File: config.mk
export PLATFORM = sky130hd
export DESIGN_NAME = player_status_gen
export DESIGN_NICKNAME = d
export VERILOG_FILES = /design/src/rtl/game_pkg.sv /design/src/rtl/level_timer.sv /design/src/rtl/player_status_gen.sv
export SDC_FILE = /design/constraint.sdc
export NUM_CORES = 1
export LEC_CHECK = 0
export CORE_MARGIN = 2
export CORE_UTILIZATION = 45
export CTS_BUF_LIST = sky130_fd_sc_hd__clkbuf_2 sky130_fd_sc_hd__clkbuf_4 sky130_fd_sc_hd__clkbuf_8
export DETAILED_ROUTE_END_ITERATION = 8
export PLACE_DENSITY_LB_ADDON = 0.15
export RECOVER_POWER = 50
export SLEW_MARGIN = 20
export SYNTH_ARGS = -nofsm -noshare
export SYNTH_HDL_FRONTEND = slang
export SYNTH_HIERARCHICAL = 1
export SYNTH_SLANG_ARGS = --single-unit
File: constraint.sdc
create_clock -name clk -period 1 [get_ports clk]
set_input_delay 0.15 -clock clk [delete_from_list [all_inputs] [get_ports clk]]
set_output_delay 0.15 -clock clk [all_outputs]
set_load 0.03 [all_outputs]
File: src/rtl/game_pkg.sv
// Shared encodings between the game controller FSM and the player status block.
package game_pkg;

  typedef enum logic [2:0] {
    GS_START     = 3'd0,
    GS_PLAYING   = 3'd1,
    GS_LEVEL_INC = 3'd2,
    GS_WORLD_INC = 3'd3,
    GS_LIVES_DEC = 3'd4,
    GS_LOSE_GAME = 3'd5,
    GS_WIN_GAME  = 3'd6
  } game_status_e;

  typedef enum logic [1:0] {
    PLAYING    = 2'd0,
    LEVEL_PASS = 2'd1,
    DIED       = 2'd2
  } player_status_e;

  typedef enum logic [1:0] {
    CAUSE_NONE    = 2'd0,
    CAUSE_HAZARD  = 2'd1,
    CAUSE_FALL    = 2'd2,
    CAUSE_TIMEOUT = 2'd3
  } death_cause_e;

  typedef enum logic [2:0] {
    ST_IDLE  = 3'd0,
    ST_GRACE = 3'd1,
    ST_ARMED = 3'd2,
    ST_PASS  = 3'd3,
    ST_DEAD  = 3'd4
  } ps_state_e;

endpackage

File: src/rtl/level_timer.sv
// Loadable 8-bit saturating down-counter holding the remaining level time.
module level_timer (
  input  logic       clk,
  input  logic       rst_n,
  input  logic       i_load,
  input  logic [7:0] i_load_val,
  input  logic       i_run,
  input  logic       i_freeze,
  input  logic       i_tick,
  output logic [7:0] o_time_left,
  output logic       o_timeout
);

  logic [7:0] r_count;
  logic       w_dec;

  assign w_dec       = i_run && i_tick && !i_freeze;
  assign o_time_left = r_count;
  // Expiry is flagged on the tick that would take the count to zero, not one cycle later.
  assign o_timeout   = ((r_count == 8'd1) && i_tick) || (r_count == 8'd0);

  always_ff @(posedge clk or negedge rst_n) begin
    if (!rst_n) begin
      r_count <= '0;
    end else if (i_load) begin
      r_count <= i_load_val;
    end else if (w_dec && (r_count != 8'd0)) begin
      r_count <= r_count - 8'd1;
    end
  end

endmodule

File: src/rtl/player_status_gen.sv
// Per-level player status FSM: grace window, hazard/fall/timeout deaths and level pass,
// held until the game controller acknowledges by leaving the playing state.
module player_status_gen
  import game_pkg::*;
#(
  parameter int unsigned TIME_LIMIT   = 200,
  parameter int unsigned GRACE_CYCLES = 16
) (
  input  logic       clk,
  input  logic       reset,
  input  logic [2:0] gameStatus,
  input  logic       goalHit,
  input  logic       hazardHit,
  input  logic       fallOut,
  input  logic       timerTick,
  output logic [1:0] playerStatus,
  output logic [1:0] deathCause,
  output logic [7:0] timeLeft
);

  logic [1:0] r_rst_sync;
  logic       w_rst_n;
  ps_state_e  r_state;
  logic [7:0] r_grace;
  logic       w_play;
  logic       w_load;
  logic       w_run;
  logic       w_timeout;

  // Assertion passes straight through the synchroniser's async clear; release takes two edges.
  always_ff @(posedge clk or negedge reset) begin
    if (!reset) begin
      r_rst_sync <= '0;
    end else begin
      r_rst_sync <= {r_rst_sync[0], 1'b1};
    end
  end

  assign w_rst_n = r_rst_sync[1];

  assign w_play = (gameStatus == GS_PLAYING);
  assign w_load = (r_state == ST_IDLE) && w_play;
  assign w_run  = ((r_state == ST_GRACE) || (r_state == ST_ARMED)) && w_play;

  level_timer u_level_timer (
    .clk         (clk),
    .rst_n       (w_rst_n),
    .i_load      (w_load),
    .i_load_val  (8'(TIME_LIMIT)),
    .i_run       (w_run),
    .i_freeze    (goalHit),
    .i_tick      (timerTick),
    .o_time_left (timeLeft),
    .o_timeout   (w_timeout)
  );

  always_ff @(posedge clk or negedge w_rst_n) begin
    if (!w_rst_n) begin
      r_state      <= ST_IDLE;
      r_grace      <= '0;
      playerStatus <= PLAYING;
      deathCause   <= CAUSE_NONE;
    end else begin
      case (r_state)
        ST_IDLE: begin
          playerStatus <= PLAYING;
          if (w_play) begin
            r_state    <= ST_GRACE;
            r_grace    <= 8'(GRACE_CYCLES);
            deathCause <= CAUSE_NONE;
          end
        end
        ST_GRACE: begin
          if (!w_play) begin
            r_state <= ST_IDLE;
          end else if (goalHit) begin
            r_state      <= ST_PASS;
            playerStatus <= LEVEL_PASS;
          end else if (w_timeout) begin
            r_state      <= ST_DEAD;
            playerStatus <= DIED;
            deathCause   <= CAUSE_TIMEOUT;
          end else begin
            r_grace <= r_grace - 8'd1;
            if (r_grace <= 8'd1) begin
              r_state <= ST_ARMED;
            end
          end
        end
        ST_ARMED: begin
          if (!w_play) begin
            r_state <= ST_IDLE;
          end else if (goalHit) begin
            r_state      <= ST_PASS;
            playerStatus <= LEVEL_PASS;
          end else if (hazardHit) begin
            r_state      <= ST_DEAD;
            playerStatus <= DIED;
            deathCause   <= CAUSE_HAZARD;
          end else if (fallOut) begin
            r_state      <= ST_DEAD;
            playerStatus <= DIED;
            deathCause   <= CAUSE_FALL;
          end else if (w_timeout) begin
            r_state      <= ST_DEAD;
            playerStatus <= DIED;
            deathCause   <= CAUSE_TIMEOUT;
          end
        end
        ST_PASS, ST_DEAD: begin
          if (!w_play) begin
            r_state      <= ST_IDLE;
            playerStatus <= PLAYING;
          end
        end
        default: begin
          r_state      <= ST_IDLE;
          playerStatus <= PLAYING;
        end
      endcase
    end
  end

endmodule

Word level (Yosys, flattened, before mapping)
Cells that the tools add are included.
Operators by class
  $add $sub $neg: 2
  order comparisons: 1
  eq/ne operators: 15
  muxes and demuxes: 37
  reduce and logical (&&, ||, !) cells: 20
Operator list (count)
  $mux W8: 6
  $mux W3: 11
  $mux W2: 16
  $pmux W8 S2: 1
  $sub A8 B1 Y8 const B: 2
  $ne A2 B2 Y1 const B: 7
  $pmux W2 S3: 2
  $pmux W3 S4: 1
  $eq A8 B1 Y1 const B: 1
  $le A8 B1 Y1 const B: 1
  $logic_not A8 Y1: 1
  $reduce_bool A8 Y1: 1
  $eq A3 B1 Y1 const B: 2
  $eq A3 B2 Y1 const B: 2
  $logic_and A1 B1 Y1: 6
  $ne A6 B5 Y1 const B: 1
  $reduce_and A6 Y1: 1
  $ne A5 B3 Y1 const B: 1
  $reduce_and A5 Y1: 1
  $reduce_and A4 Y1: 1
  $reduce_bool A2 Y1: 2
  $eq A3 B3 Y1 const B: 1
  $logic_not A3 Y1: 1
  $reduce_and A3 Y1: 1
  4 further kinds: 5
Word-level totals
  register bits after elaboration: 25
  input port bits: 9
  output and inout port bits: 12
  logic and storage cells: 81

Depth between registers and ports, before layout
  depth in word-level cells: 9
  mapped depth: 10
  depth with buffers taken out: 9

Modules after synthesis
Netlist, hierarchy kept.
By module, submodules not included
  player_status_gen: instances 1, cells each 117, area an instance 1049.8 µm², seq. area each 425.4 µm²
  level_timer: instances 1, cells each 58, area an instance 530.5 µm², seq. area each 200.2 µm²

Worst setup path after synthesis
OpenSTA, ideal clock, no wires.
  path type: reg2reg
  start: register u_level_timer.r_count[3] (netlist: u_level_timer/o_time_left[3])
  end: register playerStatus[1]
  library setup time: 0.065 ns
  arrival time: 2.437 ns
  data required time: 0.935 ns
  setup slack: -1.502 ns
  stages on the path, launching flop included: 9
  buffers on the path: 1
  period minus slack after synthesis: 2.502 ns
  cell sequence: dfrtp_1 > or4_4 > nor4_1 > clkbuf_1 > nor2_1 > a21oi_1 > nor2b_1 > a2111oi_0 > o221a_2
On the way
  word-level cells in the longest chain between the ends: 9
  elaborated cells on any way between the ends: 12
  classes of those cells: 1 x eq/ne; 8 x mux; 3 x reduce/logical
RTL lines
  from (decl): line level_timer.sv:14  | logic [7:0] r_count;
  from (signal assigned): line level_timer.sv:26  | r_count <= i_load_val;
  from (signal assigned): line level_timer.sv:28  | r_count <= r_count - 8'd1;
  $eq A8 B1 Y1: line level_timer.sv:20  | assign o_timeout = ((r_count == 8'd1) && i_tick) || (r_count == 8'd0);
  $logic_and A1 B1 Y1: line level_timer.sv:20
  $logic_or A1 B1 Y1 *: line level_timer.sv:20
  via w_timeout: line player_status_gen.sv:28  | logic w_timeout;
  $mux W2 *
  $mux W2 (4 in a row)
  $pmux W2 S3 *
  to (signal assigned): line player_status_gen.sv:61  | playerStatus <= PLAYING;
  to (signal assigned): line player_status_gen.sv:66  | playerStatus <= PLAYING;
  to (signal assigned): line player_status_gen.sv:78  | playerStatus <= LEVEL_PASS;
  to (decl): line player_status_gen.sv:16  | output logic [1:0] playerStatus,
Mark *: on every way through the listed nets, which the timed path passes. The rest lies on a longest branch. The select of a mux whose other input is x is not followed.
A chain may end at the register's enable or synchronous reset.

Final worst setup path
  start: register u_level_timer.r_count[0] (netlist: u_level_timer/o_time_left[0])
  end: register r_grace[6]
On the way
  word-level cells in the longest chain between the ends: 5
  elaborated cells on any way between the ends: 6
  classes of those cells: 2 x eq/ne; 4 x reduce/logical
RTL lines
  $eq A8 B1 Y1: line level_timer.sv:20
  $logic_and A1 B1 Y1: line level_timer.sv:20
  $logic_or A1 B1 Y1 *: line level_timer.sv:20
  via w_timeout: line player_status_gen.sv:28
  $ne A2 B2 Y1 (no line) *
  $reduce_and A5 Y1 (no line) *
  to (signal assigned): line player_status_gen.sv:69  | r_grace <= 8'(GRACE_CYCLES);
  to (signal assigned): line player_status_gen.sv:84  | r_grace <= r_grace - 8'd1;
  to (decl): line player_status_gen.sv:24  | logic [7:0] r_grace;
Mark *: on every way through the listed nets, which the timed path passes. The rest lies on a longest branch.

==> impl_metrics.tcl <==
set metrics [dict create \
    crit_arrival_ps 2430 \
    vias 1764 \
    cellPowerDensity_nw_per_um2 1300 \
    pwr-share-clk_pct 14.5 \
    critPathBufInv 3 \
    timing_worst_slew_pin_value_ps 608 \
    critical-path-slowest-cell "sky130_fd_sc_hd__dfrtp_2" \
    yosysWarnings 6 \
    globalRouteOverflowTotal 0 \
    dominant_combinational_cell_family_by_area_after_synthesis "simple AND/OR/NAND/NOR gates" \
    dp_hpwl_microns 3330 \
    placement_rows 21 \
    run_status "finished with violations" \
    top_library_cells_by_usage_in_the_layout_fill_and_taps_aside "63 x sky130_fd_sc_hd__buf_4, 27 x sky130_fd_sc_hd__buf_6, 21 x sky130_fd_sc_hd__dfrtp_1" \
    synth_cell_type_count 48 \
    layout-drive-gt1-share_pct 52.1 \
    number_of_global_route_vias_before_repair 1791 \
    total_cts_buffers 3 \
    route.detailed.drc 0 \
    ir_drop_mv 1.04 \
    layout.cells.most_common "sky130_fd_sc_hd__buf_4" \
    required_time_at_the_worst_slack_endpoint_ps 1290 \
    syn-instance-count 175 \
    areaGrowthSynthToFinish_pct 78.2 \
    r2r_setup_slack_ps -1140 \
    post_synth.cell_area_avg_sq_um 9.03 \
    portion_of_the_post_synthesis_area_used_by_sequential_elements_pct 39.6 \
    post_synth_xor_area_fraction_pct 4.43 \
    number_of_vias_per_cell 5.41 \
    worst_r2r_path_depth 10 \
    grt_antenna_before_repair 0 \
    grt_pass1_wl_microns 8200 \
    cp-end-kind "register" \
    timing.final.crit_share_pct 214 \
    timing.clock.skew_ps 5.46 \
    post-place-cells 308 \
    layout.cell_area.non_filler_sq_um 2820 \
    synth_compound_gate_area_share_pct 16.9 \
    timing.setup.critical_path_class "reg -> reg" \
    finalWorstPathRequiredPeriod_ps 2140 \
    routabilityCongestion 0.895 \
    antenna_violating_nets_post_route 0 \
    cell_area_after_placement_sq_um 2380 \
    post_synthesis_sequential_element_count 25 \
    largest_net_degree_at_the_start_of_global_routing 24 \
    crit-reg2reg-launch "u_level_timer/o_time_left[0]" \
    max_stage_delay_ps 460 \
    whs_ps 339 \
    maxClockFrequency_ghz 0.467 \
    portBuffers 20 \
    post_drt_wl_per_cell_microns 16.6 \
    first_iter_violations 94 \
    dieWidth_microns 63.3 \
    asyncSetResetFlopFracSynth_pct 100 \
    combPwrFrac_pct 49.4 \
    min-delay-path-class "reg -> async" \
    core_area_sq_um 3360 \
    synth_ff_type "sky130_fd_sc_hd__dfrtp_1" \
    cts_buffer_depth 2 \
    overall_routed_net_length_microns 5420 \
    finalNetCount 295 \
    p_switching_mw 1.39 \
    track_usage_pct 25.8 \
    synth_edf_count 0 \
    num_io_pins 21 \
    cts.root.buffer_cell "sky130_fd_sc_hd__clkbuf_4" \
    final_report_setup_violation_count 35 \
    report.final.slew_viol_count 0 \
    cts_tree "built" \
    chipHeight_microns 63.3 \
    setup_tns_ps -23560 \
    layout.cells.non_filler 326 \
    synthesis.area_sq_um 1580 \
    sw_frac_of_total_pct 38.1 \
    cell_chain_critical_path "inv_2 -> ha_4 -> a21oi_4 -> nor4_4 -> buf_6 -> buf_4 -> o21ai_4 -> nand4b_1 -> or3_1 -> a21oi_2" \
    clk_transition_reported_paths_ps 160 \
    htree_num_levels 1 \
    cp_max_fo 6 \
    synth.area.mux_share_pct 0.633 \
    clock-sinks 25 \
    start_util_pct 47.0 \
    post-place-ws_ps -1390 \
    worstSkewPairLatency_ps 340 \
    p_leak_nw 1.23 \
    diodes 0 \
    cpLargestDelayFamily "simple AND/OR/NAND/NOR gates" \
    finalWorstSetupSlack_ps -1140 \
    cap_viol_max_count 0 \
    violations_in_the_final_reports "setup timing" \
    drt_pre_antenna_iters 4 \
    hold_violations_final 0 \
    dieArea_sq_um 4000 \
    critical_path.startpoint_type "register" \
    timing.rr.end "r_grace[6]" \
    relSlewSlack_pct 59.5 \
    power_report.internal_total_mw 2.27 \
    post_synth_and_or_nand_nor_area_fraction_pct 31.0 \
    synthAdderAreaFrac_pct 3.96 \
    sequentialPowerShare_pct 36.1 \
    rsz0062_at_grt "true" \
]
[how the worst max path moves through the flow]
stage,slack [ps],cells past startpoint,end,from
2_1_floorplan,-1200,8,playerStatus[1],u_level_timer/o_time_left[2]
3_3_place_gp,-1120,8,playerStatus[1],u_level_timer/o_time_left[2]
3_5_place_dp,-1390,7,r_state[1],u_level_timer/o_time_left[2]
4_1_cts,-1060,8,r_grace[3],u_level_timer/o_time_left[0]
5_1_grt,-1260,11,r_grace[4],u_level_timer/o_time_left[0]
6_report,-1140,10,r_grace[6],u_level_timer/o_time_left[0]
[power groups by stage]
stage | registers [mW] | clock network (mW) | logic (mW)
after global placement | 1.29 | 0 | 1.36
after CTS | 1.28 | 0.532 | 1.56
after global routing | 1.33 | 0.587 | 1.92
after floorplan | 1.52 | 0 | 0.482
after detailed placement | 1.30 | 0 | 1.41
final | 1.32 | 0.531 | 1.81
[per-layer routing]
metal  global-route usage (%)  share of wire, %
met1                     29.4                39
met2                     48.5                55
met3                     3.75               3.7
met4                     9.51               2.8
met5                        0                 0
[sequential cells by signal, summed over array words and instances (netlist names)]
register / flops
r_rst_sync: 2
r_state: 3
deathCause: 2
r_grace: 8
u_level_timer/o_time_left: 8
playerStatus: 2
[synth_stat cells, drive strengths merged (3+ instances only)]
master	n	area [sq um]
ha	5	62.6
nor3	8	40.0
nand2	18	67.6
nand2b	7	43.8
dfrtp	25	626
nor4	4	46.3
a21oi	14	70.1
nor2	12	47.6
or3	3	18.8
o21ai	15	75.1
nor3b	3	22.5
nand3	3	15.0
inv	6	22.5
nand4b	4	35.0
xnor2	6	52.6
clkbuf	5	18.8
[cell families after synthesis]
kind of cell    after synthesis
simple gates                 78
compound gates               44
flops                        25
buf+inv                      12
xor+xnor                      8
fa+ha+maj                     5
other cells                   2
mux                           1
[final cells by class]
| cell class | count | area [sq um] |
|---|---|---|
| Tap cell | 46 | 57.6 |
| Sequential cell | 25 | 631 |
| Inverter | 6 | 25.0 |
| Clock inverter | 1 | 8.76 |
| Fill cell | 198 | 547 |
| Multi-Input combinational cell | 145 | 1200 |
| Timing Repair Buffer | 100 | 872 |
| Clock buffer | 3 | 22.5 |
[repair_timing]
action / in CTS / in global routing
hold buffers: 1 / 0
pin swaps: 8 / 17
endpoints found under the setup margin: 35 / 35
gates resized for setup: 35 / 39
endpoints found under the hold margin: 2 / 0
setup buffers: 8 / 9
[metrics by stage]
stage	utilization, %	total power, mW
floorplan	-	2.01
global placement	70.8	2.64
detailed placement	70.8	2.71
CTS	77.0	3.38
global route	83.7	3.84
finish	83.7	3.66
(Power assumes the default switching activity.)
